### src/rtl/alu_seq_ctrl.sv
// ---------------------------------------------------------------------------
// alu_seq_ctrl
//
// Multi-cycle sequencer that owns the port of a shared 16-bit ALU
// (add/sub/and/not). It accepts one operation per start/done handshake.
//
// Single ALU operations finish in one EXEC cycle. Unsigned 16x16 multiply
// (low 16 bits of the product) and unsigned 16/16 restoring divide each run
// 16 EXEC iterations. Every iteration uses exactly one ALU add or subtract.
//
// Optional feature macro: ALU_SEQ_EARLY_EXIT_EN
//   When defined, MUL leaves EXEC after the iteration in which the shifted
//   multiplier becomes zero, so a multiplier of 0 takes one iteration.
//   DIV timing and single-op timing are the same in both builds.
//
// Ports
//   clk        in   1   rising-edge clock
//   rst        in   1   asynchronous, active-high reset
//   start      in   1   request; sampled only in IDLE
//   op         in   3   000 ADD, 001 SUB, 010 AND, 011 NOT(A), 100 MUL,
//                       101 DIV, 11x executed as ADD
//   opa        in  16   operand A / multiplicand / dividend
//   opb        in  16   operand B / multiplier / divisor
//   busy       out  1   high while in EXEC
//   done       out  1   one-cycle completion pulse (DONE state)
//   result     out 16   ALU result / product low / quotient
//   remainder  out 16   DIV remainder, 0 for every other op
//   zero       out  1   registered together with result, 1 when result == 0
//   div_zero   out  1   DIV requested with opb == 0
//   alu_a      out 16   to ALU A input (0 outside EXEC)
//   alu_b      out 16   to ALU B input (0 outside EXEC)
//   alu_op     out  2   to ALU op (00 add, 01 sub, 10 and, 11 not)
//   alu_out    in  16   combinational ALU result for the current cycle
// ---------------------------------------------------------------------------
module alu_seq_ctrl (
    input  logic        clk,
    input  logic        rst,
    input  logic        start,
    input  logic [2:0]  op,
    input  logic [15:0] opa,
    input  logic [15:0] opb,
    output logic        busy,
    output logic        done,
    output logic [15:0] result,
    output logic [15:0] remainder,
    output logic        zero,
    output logic        div_zero,
    output logic [15:0] alu_a,
    output logic [15:0] alu_b,
    output logic [1:0]  alu_op,
    input  logic [15:0] alu_out
);

    // state | meaning
    // ------+-------------------------------------------------------------
    // IDLE  | waiting for start; ALU port driven to zero / add
    // EXEC  | one ALU operation per cycle (single op, MUL or DIV iteration)
    // DONE  | one-cycle completion pulse, then back to IDLE
    typedef enum logic [1:0] {
        ST_IDLE = 2'd0,
        ST_EXEC = 2'd1,
        ST_DONE = 2'd2
    } state_t;

    localparam logic [2:0] OP_MUL  = 3'b100;
    localparam logic [2:0] OP_DIV  = 3'b101;
    localparam logic [1:0] ALU_ADD = 2'b00;
    localparam logic [1:0] ALU_SUB = 2'b01;

    state_t      state_q, state_d;
    logic [2:0]  op_q, op_d;
    logic [15:0] a_q, a_d;          // single-op operand A
    logic [15:0] b_q, b_d;          // single-op B / multiplicand (shifting) / divisor
    logic [15:0] acc_q, acc_d;      // MUL accumulator / DIV partial remainder
    logic [15:0] shf_q, shf_d;      // MUL multiplier / DIV quotient
    logic [3:0]  cnt_q, cnt_d;
    logic [15:0] result_q, result_d;
    logic [15:0] remainder_q, remainder_d;
    logic        zero_q, zero_d;
    logic        div_zero_q, div_zero_d;

    logic        is_mul;
    logic        is_div;
    logic        last_iter;
    logic        mul_last;
    logic [15:0] mul_acc_next;
    logic [15:0] mul_mplier_next;
    logic [16:0] div_shift;
    logic        div_ge;
    logic [15:0] div_r_next;
    logic [15:0] div_q_next;

    // -----------------------------------------------------------------------
    // Datapath helpers
    // -----------------------------------------------------------------------
    assign is_mul    = (op_q == OP_MUL);
    assign is_div    = (op_q == OP_DIV);
    assign last_iter = (cnt_q == 4'd15);

    // MUL: add the multiplicand only when the current multiplier LSB is set.
    assign mul_acc_next    = shf_q[0] ? alu_out : acc_q;
    assign mul_mplier_next = shf_q >> 1;

`ifdef ALU_SEQ_EARLY_EXIT_EN
    // Once every remaining multiplier bit is zero the accumulator is final.
    assign mul_last = last_iter || (mul_mplier_next == 16'd0);
`else
    assign mul_last = last_iter;
`endif

    // DIV: the partial remainder is conceptually 17 bits, but after each
    // restoring step it is always below the divisor, so the stored MSB is
    // always 0 and only the shifted value needs the 17th bit.
    assign div_shift  = {1'b0, acc_q, shf_q[15]};
    assign div_ge     = (div_shift >= {1'b0, b_q});
    // When div_ge holds, div_shift - D < D < 2^16, so the 16-bit ALU
    // difference of the low halves is the exact new remainder.
    assign div_r_next = div_ge ? alu_out : div_shift[15:0];
    assign div_q_next = {shf_q[14:0], div_ge};

    // -----------------------------------------------------------------------
    // Next-state and ALU port
    // -----------------------------------------------------------------------
    always_comb begin
        state_d     = state_q;
        op_d        = op_q;
        a_d         = a_q;
        b_d         = b_q;
        acc_d       = acc_q;
        shf_d       = shf_q;
        cnt_d       = cnt_q;
        result_d    = result_q;
        remainder_d = remainder_q;
        zero_d      = zero_q;
        div_zero_d  = div_zero_q;
        alu_a       = 16'd0;
        alu_b       = 16'd0;
        alu_op      = ALU_ADD;

        unique case (state_q)
            ST_IDLE: begin
                if (start) begin
                    op_d        = op;
                    cnt_d       = 4'd0;
                    acc_d       = 16'd0;
                    result_d    = 16'd0;
                    remainder_d = 16'd0;
                    zero_d      = 1'b0;
                    div_zero_d  = 1'b0;
                    if (op == OP_DIV) begin
                        b_d   = opb;
                        shf_d = opa;
                        if (opb == 16'd0) begin
                            result_d    = 16'hFFFF;
                            remainder_d = opa;
                            div_zero_d  = 1'b1;
                            state_d     = ST_DONE;
                        end else begin
                            state_d = ST_EXEC;
                        end
                    end else if (op == OP_MUL) begin
                        b_d     = opa;
                        shf_d   = opb;
                        state_d = ST_EXEC;
                    end else begin
                        a_d     = opa;
                        b_d     = opb;
                        state_d = ST_EXEC;
                    end
                end
            end

            ST_EXEC: begin
                if (is_mul) begin
                    alu_a  = acc_q;
                    alu_b  = b_q;
                    alu_op = ALU_ADD;
                    acc_d  = mul_acc_next;
                    b_d    = b_q << 1;
                    shf_d  = mul_mplier_next;
                    cnt_d  = cnt_q + 4'd1;
                    if (mul_last) begin
                        result_d = mul_acc_next;
                        zero_d   = (mul_acc_next == 16'd0);
                        cnt_d    = 4'd0;
                        state_d  = ST_DONE;
                    end
                end else if (is_div) begin
                    alu_a  = div_shift[15:0];
                    alu_b  = b_q;
                    alu_op = ALU_SUB;
                    acc_d  = div_r_next;
                    shf_d  = div_q_next;
                    cnt_d  = cnt_q + 4'd1;
                    if (last_iter) begin
                        result_d    = div_q_next;
                        remainder_d = div_r_next;
                        zero_d      = (div_q_next == 16'd0);
                        cnt_d       = 4'd0;
                        state_d     = ST_DONE;
                    end
                end else begin
                    alu_a    = a_q;
                    alu_b    = b_q;
                    // Reserved 11x codes run as ADD rather than AND/NOT.
                    alu_op   = op_q[2] ? ALU_ADD : op_q[1:0];
                    result_d = alu_out;
                    zero_d   = (alu_out == 16'd0);
                    state_d  = ST_DONE;
                end
            end

            ST_DONE: begin
                cnt_d   = 4'd0;
                state_d = ST_IDLE;
            end

            default: begin
                state_d = ST_IDLE;
            end
        endcase
    end

    // -----------------------------------------------------------------------
    // Registers
    // -----------------------------------------------------------------------
    always_ff @(posedge clk or posedge rst) begin
        if (rst) begin
            state_q     <= ST_IDLE;
            op_q        <= 3'd0;
            a_q         <= 16'd0;
            b_q         <= 16'd0;
            acc_q       <= 16'd0;
            shf_q       <= 16'd0;
            cnt_q       <= 4'd0;
            result_q    <= 16'd0;
            remainder_q <= 16'd0;
            zero_q      <= 1'b0;
            div_zero_q  <= 1'b0;
        end else begin
            state_q     <= state_d;
            op_q        <= op_d;
            a_q         <= a_d;
            b_q         <= b_d;
            acc_q       <= acc_d;
            shf_q       <= shf_d;
            cnt_q       <= cnt_d;
            result_q    <= result_d;
            remainder_q <= remainder_d;
            zero_q      <= zero_d;
            div_zero_q  <= div_zero_d;
        end
    end

    assign busy      = (state_q == ST_EXEC);
    assign done      = (state_q == ST_DONE);
    assign result    = result_q;
    assign remainder = remainder_q;
    assign zero      = zero_q;
    assign div_zero  = div_zero_q;

endmodule
### config.mk
export PLATFORM = sky130hd
export DESIGN_NAME = alu_seq_ctrl
export DESIGN_NICKNAME = d
export VERILOG_FILES = /design/src/rtl/alu_seq_ctrl.sv
export SDC_FILE = /design/constraint.sdc
export NUM_CORES = 1
export LEC_CHECK = 0
export CORE_ASPECT_RATIO = 1.25
export CORE_MARGIN = 10
export CORE_UTILIZATION = 40
export DETAILED_ROUTE_END_ITERATION = 12
export PLACE_DENSITY_LB_ADDON = 0.1
export SLEW_MARGIN = 5
export SYNTH_ARGS = -nofsm -noshare
export SYNTH_HDL_FRONTEND = slang
export SYNTH_SLANG_ARGS = --single-unit
### constraint.sdc
create_clock -name clk -period 5 [get_ports clk]
set_input_delay 1 -clock clk [delete_from_list [all_inputs] [get_ports clk]]
set_output_delay 1 -clock clk [all_outputs]
set_load 0.1 [all_outputs]
**Yosys cells after proc, flatten, opt, wreduce, memory -nomap -nowiden**

Index checks and enable logic that the tools add are counted.

- Mux-type cells: 60
- Reduce and logical (&&, ||, !) cells: 15
- Magnitude comparators: 1
- Bitwise logic cells: 2
- $add $sub $neg: 1
- Equality and inequality tests: 16

Operators with widths:

| kind | count |
|---|---|
| $mux W16 | 31 |
| $pmux W16 S2 | 5 |
| $logic_not A16 Y1 | 4 |
| $mux W2 | 10 |
| $ge A17 B16 Y1 | 1 |
| $mux W4 | 4 |
| $eq A3 B3 Y1 const B | 4 |
| $pmux W4 S3 | 1 |
| $reduce_and A4 Y1 | 3 |
| $reduce_and A3 Y1 | 3 |
| $mux W1 | 7 |
| $ne A2 B1 Y1 const B | 3 |
| $ne A3 B2 Y1 const B | 2 |
| $reduce_and A5 Y1 | 1 |
| $add A4 B1 Y4 const B | 1 |
| $eq A4 B4 Y1 const B | 1 |
| $ne A2 B2 Y1 const B | 2 |
| $pmux W2 S2 | 1 |
| $ne A3 B1 Y1 const B | 1 |
| $ne A3 B3 Y1 const B | 1 |
| $reduce_bool A3 Y1 | 1 |
| $eq A2 B1 Y1 const B | 1 |
| $eq A2 B2 Y1 const B | 1 |
| $logic_not A2 Y1 | 1 |
| 4 further kinds | 5 |

- Bits in registers: 107
- Logic and storage cells: 106
- Output and inout port bits: 70
- Bits of input ports: 54

**Longest topological paths before layout**

Gate-level depths: netlist of run 1.

- Word-level depth: 6
- Mapped depth: 10
- Gate-level depth less buffers: 8

**Least setup slack after synthesis of run 1**

Ideal clock, no wire load.

- Path type: register -> output
- Start: register op_q[2]
- End: output alu_a[10]
- Slack: 474 ps
- Data required time: 4,000 ps
- Cell stages (with the launch flop): 7
- Buffers on the path: 3
- Arrival: 3,526 ps
- Cell sequence: dfrtp_1 -> nor2b_1 -> buf_2 -> buf_2 -> buf_2 -> nor2_1 -> a211oi_1

- Word-level cells in the longest chain between the ends: 4
- Elaborated cells between the ends (all ways): 5
- Classes of those cells: 2 x eq/ne; 3 x mux

RTL lines:

| item | RTL line | source |
|---|---|---|
| start, declared | 71 | `logic [2:0] op_q, op_d;` |
| start signal, assigned | 242 | `op_q <= op_d;` |
| $eq A3 B3 Y1 | 97 | `assign is_div = (op_q == OP_DIV);` |
| $mux W16 | 188 | `end else if (is_div) begin` |
| $mux W16 * | 174 | `if (is_mul) begin` |
| $mux W16 * | 140 | `unique case (state_q)` |
| end, declared | 48 | `output logic [15:0] alu_a,` |

Mark *: on every way between the ends. The rest lies on a longest branch, timed or not.

**Worst setup path after layout of run 1**

- Start: register state_q[1]
- End: output alu_op[1]

- Word-level cells in the longest chain between the ends: 2

RTL lines:

| item | RTL line | source |
|---|---|---|
| start, declared | 70 | `state_t state_q, state_d;` |
| start signal, assigned | 241 | `state_q <= state_d;` |
| $eq A2 B1 Y1 | 140 |  |
| $mux W2 | 140 |  |
| end, declared | 50 | `output logic [1:0] alu_op,` |

Every way passes these cells.

==> qor.csv, run 1 <==
stage,metric,value,unit
status,status,"finished, final reports clean",
sta,tightest_slew,1.08,ns
clock_tree,cts-root-buf,clkbuf_16,
yosys,yosys.area.top_type,dfrtp_1,
global_routing,grtUsageTotal,22.4,%
yosys,ys_seq_elements,107,
global_routing,grt_first_pass_wirelength,44000,um
sta,setup_viol,0,
routing,ant_nets,0,
sta,rsz0062_at_grt,false,
sta,relSlewSlack,27.9,%
routing,dr_total_vias,7336,
floorplan,fp.coreArea,0.0186,sq mm
clock_tree,cts_tree,yes,
clock_tree,ctsHoldBuffers,0,
yosys,synth_edf_count,0,
power_and_ir_drop,p_leak,3.94,nW
setup_path,path_class,reg -> out,
yosys,synthesis.area,0.00755,sq mm
routing,routed_via_density,6.06,
sta,skew,0.0100,ns
layout,design_area,0.00912,sq mm
layout,area_growth,20.9,%
setup_path,worstSetupEndpointType,output port,
layout,drive_above_1_share,10.1,%
global_routing,overflow,0,
setup_path,arrival,2.80,ns
setup_path,cp.required,4.00,ns
placed_design,gp_congestion,0.912,
routing,routed_wl,27800,um
sta,slew_viol_final,0,
clock_tree,clk_pin_slew,0.08,ns
global_routing,grt_pass1_vias,7387,
sta,fin_crit_sh,76.0,%
sta,fin_crit,3.80,ns
layout,nets,1045,
setup_path,critPathMaxFanout,32,
sta,timing.final.hold_violations,0,
clock_tree,cts_sinks,107,
layout,finish.utilization,48.9,%
yosys,synthTopCellsByArea,"dfrtp_1, mux2i_1, nand2_1",
sta,fmax,263,MHz
yosys,synth_warnings,0,
setup_path,start_kind,register,
routing,first_pass_iters,5,
routing,wire_per_inst,22.9,um
yosys,syn_area_per_cell,8.38,sq um
flow_run,maxCapViolCount,0,
clock_tree,post_cts_resized,0,
floorplan,fp.dieArea,0.0248,sq mm
clock_tree,cts_buffer_depth,2,
routing,route.detailed.drc,0,
hold_path,hp-class,reg -> reg,
routing,drt_iter0_markers,751,
power_and_ir_drop,worst_ir_drop_vdd,0.000368,V
clock_tree,clk_latency,0.37,ns
placed_design,placed_cell_area,0.00879,sq mm
yosys,yosysUniqueCellTypes,62,
layout,n_antenna_cell,0,
clock_tree,post-cts-setup-buffers,0,
global_routing,grt_max_degree,67,
yosys,postSynthCellCount,900,
global_routing,antenna_found_initial,0,
floorplan,std_cell_rows,56,
placed_design,post-dp-hpwl,20600,um
yosys,syn_nets,971,
floorplan,die_x,143,um
yosys,synthArstFlopShare,100,%
floorplan,boundaryPins,124,
yosys,ys.flop_type,dfrtp_1,
clock_tree,cts_buffers,9,
yosys,synth_top_area_share,35.5,%
sta,fin_tns_setup,0,ns
power_and_ir_drop,total_power,0.00646,W
placed_design,io_buffers,123,
power_and_ir_drop,pwr_density_cell,708,mW/mm^2
yosys,synth-seq-area-share,35.5,%
floorplan,die_h,174,um
floorplan,initial_core_util,40.5,%
clock_tree,htree_num_levels,3,
==> path summary, 6_finish.rpt <==
check / start / end / slack (ns) / cells past startpoint
max in group asynchronous: rst / b_q[2] / 2.95 / 3
min in group asynchronous: rst / b_q[14] / 1.16 / 2
worst max-delay path: state_q[1] / alu_op[1] / 1.20 / 3
worst min-delay path: div_zero / div_zero / 0.48 / 2
worst min register to register: div_zero / div_zero / 0.48 / 2
worst max register to register: acc_q[13] / remainder[14] / 1.66 / 7
==> sequential cells by signal, indices dropped and copies added, names as in the netlist <==
register / cells
a_q: 16
acc_q: 16
b_q: 16
remainder: 16
result: 16
shf_q: 16
cnt_q: 4
op_q: 3
state_q: 2
div_zero: 1
zero: 1
==> power by group <==
group	total (W)	internal, W	switching [W]	leakage (nW)
Sequential	0.00159	0.00119	0.000408	1.37
Combinational	0.00405	0.00117	0.00288	2.41
Clock	0.000814	0.000444	0.000370	0.160
==> kinds of logic after synthesis <==
group | count (synthesis) | synth area share [%]
simple gates | 303 | 18.9
fa+ha+maj | 17 | 2.82
buf+inv | 100 | 5.84
flops | 107 | 35.5
compound gates | 292 | 25.8
mux | 81 | 11.2
==> cell usage after synthesis, types with 3 or more instances <==
cell type and instances:
mux2i_1 55, nand3b_1 4, buf_2 24, o21ai_1 22, a211oi_1 30, and3_1 3, nand2_1 112, buf_4 3
a22oi_1 30, nor4_1 14, o211ai_1 3, o221ai_1 14, nand2b_1 4, nor2b_1 13, a21o_1 17, mux2_2 22
clkbuf_1 29, mux2_1 4, o21ai_0 60, a21oi_1 67, nor2_1 98, ha_1 17, and2_1 12, buf_6 3
dfrtp_1 107, nand4_1 3, or3_1 4, inv_1 26, nor3_1 11, o221a_2 8, nand3_1 9, a221o_1 21
buf_1 13, o22ai_1 3
==> through the flow <==
step	setup WS, ns	cells	hold slack [ns]
global route	1.09	1211	0.498
detailed placement	1.31	1195	0.463
finish	1.20	1211	0.483
global placement	1.34	1195	0.453
floorplan	0.474	900	0.450
CTS	1.17	1211	0.481
==> cell usage in the layout (no fill, tap or decap), types with 25 or more instances in the layout <==
master           count
nand2_1            112
dfrtp_1            107
clkdlybuf4s50_1    104
nor2_1              98
a21oi_1             66
o21ai_0             60
mux2i_1             55
buf_4               32
a211oi_1            30
a22oi_1             30
inv_1               25
==> cell type report <==
cell class | count | area [sq um]
timing repair buffer | 136 | 1280
fill | 1833 | 9520
inverter | 27 | 104
sequential | 107 | 2680
clock inverter | 7 | 100
tap | 232 | 290
clock buffer | 9 | 225
multi-input combinational | 693 | 4440
==> worst max-delay path: stages, from the launching register on <==
cell and delay (ns):
dfrtp_1 0.44, nand2b_2 0.50, nor3b_1 0.31, clkdlybuf4s50_1 1.16
==> per-layer routing <==
layer | global-route usage [%] | part of all wire (%)
met5 | 0 | 0
met4 | 7.58 | 2.8
met3 | 4.47 | 5.7
met2 | 35.6 | 47
met1 | 29.6 | 44
No activity file was read; power rests on OpenSTA's default activity.
==> inputs of run 2 (changes only) <==
Clock period 5 ns to 3.2 ns, I/O delays scaled along.
==> qor.csv, run 2 (same netlist as run 1, synthesis figures left out) <==
stage,metric,value,unit,change
clock_tree,htree_num_levels,3,,unchanged
sta,fin_crit,2.87,ns,
setup_path,worstSetupEndpointType,output port,,unchanged
hold_path,hp-class,reg -> reg,,unchanged
setup_path,path_class,reg -> out,,unchanged
sta,skew,0.00878,ns,was 0.0100 ns
floorplan,fp.dieArea,0.0248,sq mm,unchanged
global_routing,overflow,0,,unchanged
layout,nets,1077,,was 1045
global_routing,met1_usage,31.4,%,was 29.6%
clock_tree,cts_buffer_depth,2,,unchanged
floorplan,die_x,143,um,unchanged
power_and_ir_drop,power_frac_clock,10.9,%,was 12.6%
clock_tree,clk_pin_slew,0.07,ns,was 0.08 ns
setup_path,arrival,2.23,ns,was 2.80 ns
layout,area_growth,27.5,%,was 20.9%
sta,worst_hold_slack,0.469,ns,was 0.483 ns
sta,fin_tns_setup,0,ns,unchanged
floorplan,std_cell_rows,56,,unchanged
placed_design,io_buffers,123,,unchanged
power_and_ir_drop,p_sw_share,55.8,%,was 56.7%
sta,timing.final.hold_violations,0,,unchanged
placed_design,place_inst,1227,,was 1195
global_routing,busiest_layer,met2,,unchanged
power_and_ir_drop,seqPwrFrac,22.7,%,was 24.7%
routing,routed_wl,31700,um,was 27800 um
clock_tree,cts-root-buf,clkbuf_16,,unchanged
floorplan,fp.coreArea,0.0186,sq mm,unchanged
floorplan,initial_core_util,40.5,%,unchanged
layout,fillers,1824,,was 1833
setup_path,start_kind,register,,unchanged
placed_design,gp_congestion,0.976,,was 0.912
global_routing,grtUsageTotal,25.4,%,was 22.4%
sta,fmax,348,MHz,
routing,ant_nets,0,,unchanged
setup_path,cp.required,2.56,ns,was 4.00 ns
sta,fin_crit_sh,89.8,%,
sta,tightest_slew,1.07,ns,was 1.08 ns
global_routing,grt_pass1_vias,7566,,was 7387
power_and_ir_drop,pwr_density_cell,1120,mW/mm^2,was 708 mW/mm^2
global_routing,grt_first_pass_wirelength,48200,um,was 44000 um
setup_path,critPathMaxFanout,16,,was 32
global_routing,use_met3,3.92,%,was 4.47%
global_routing,grtUsageMet2,41.2,%,was 35.6%
flow_run,maxCapViolCount,0,,unchanged
sta,slew_viol_final,0,,unchanged
power_and_ir_drop,p_sw,0.00600,W,was 0.00366 W
clock_tree,cts_sinks,107,,unchanged
clock_tree,clk_latency,0.36,ns,was 0.37 ns
floorplan,boundaryPins,124,,unchanged
floorplan,die_h,174,um,unchanged
sta,setup_viol,0,,unchanged
clock_tree,ctsHoldBuffers,0,,unchanged
layout,multi_input_area,0.00452,sq mm,was 0.00444 sq mm
global_routing,grt_max_degree,108,,was 67
layout,regArea,0.00268,sq mm,unchanged
clock_tree,post-cts-setup-buffers,0,,unchanged
power_and_ir_drop,total_power,0.0108,W,was 0.00646 W
global_routing,antenna_found_initial,1,,was 0
clock_tree,cts_buffers,9,,unchanged
routing,dr_total_vias,7588,,was 7336
sta,rsz0062_at_grt,false,,unchanged
power_and_ir_drop,worst_ir_drop_vdd,0.000663,V,was 0.000368 V
sta,fin_ws,0.326,ns,was 1.20 ns
status,status,"finished, final reports clean",,unchanged
routing,route.detailed.drc,0,,unchanged
layout,stdcell_count,1243,,was 1211
routing,wire_per_inst,25.5,um,was 22.9 um
routing,first_pass_iters,5,,unchanged
layout,drive_above_1_share,19.3,%,was 10.1%
clock_tree,post_cts_resized,0,,unchanged
placed_design,place_ws,0.296,ns,was 1.31 ns
clock_tree,cts_tree,yes,,unchanged
power_and_ir_drop,p_int,0.00476,W,was 0.00280 W
routing,drt_iter0_markers,882,,was 751
power_and_ir_drop,p_leak,4.27,nW,was 3.94 nW
sta,relSlewSlack,28.7,%,was 27.9%
layout,layout_common_cells,"nand2_1, dfrtp_1, nor2_1",,"was nand2_1, dfrtp_1, clkdlybuf4s50_1"
routing,routed_via_density,6.10,,was 6.06
power_and_ir_drop,combinationalPowerShare,66.4,%,was 62.7%
layout,mostFrequentLayoutCell,nand2_1,,unchanged
placed_design,post-dp-hpwl,24000,um,was 20600 um
[run 2: stage by stage]
stage | instance area, sq um | util, %
global route | 9620 | 51.6
CTS | 9620 | 51.6
finish | 9620 | 51.6
floorplan | 7630 | -
global placement | 9330 | 50.0
detailed placement | 9330 | 50.0
[run 2: area by class of cell]
type | instances | area share [%]
well taps | 232 | 3.02
inverters | 27 | 1.09
clock inverters | 4 | 0.533
flip-flops and latches | 107 | 27.8
clock buffers | 11 | 2.52
multi-input cells | 693 | 47.0
diodes | 1 | 0.0260
repair buffers | 168 | 18.0
[run 2: power by group through the flow]
stage | logic [W] | registers [W] | clock network [W]
floorplan | 0.00442 | 0.00292 | 0
global placement | 0.00707 | 0.00245 | 0
detailed placement | 0.00711 | 0.00245 | 0
CTS | 0.00713 | 0.00243 | 0.00119
global route | 0.00764 | 0.00250 | 0.00123
finish | 0.00715 | 0.00245 | 0.00117
[run 2: layer usage]
layer / routed length (um) / part of all wire (%)
met2: 15100 / 48
met4: 1750 / 5.5
met5: 0 / 0
met1: 12500 / 39
met3: 2330 / 7.4
[run 2: path summary, 6_finish.rpt]
path / slack [ns] / depth (start not counted) / endpoint / from
max in group asynchronous: 1.88 / 3 / acc_q[14] / rst
hold / removal: 0.47 / 2 / div_zero / div_zero
setup / recovery: 0.33 / 4 / alu_a[4] / op_q[0]
hold reg to reg: 0.47 / 2 / div_zero / div_zero
min in group asynchronous: 0.73 / 3 / remainder[2] / rst
setup reg to reg: 0.49 / 8 / acc_q[6] / shf_q[15]
[run 2: worst max-delay path, cell delays in order (launching register included)]
cell and delay (ns):
dfrtp_1 0.93, buf_4 0.28, mux2i_1 0.09, a211oi_2 0.35
buf_12 0.22
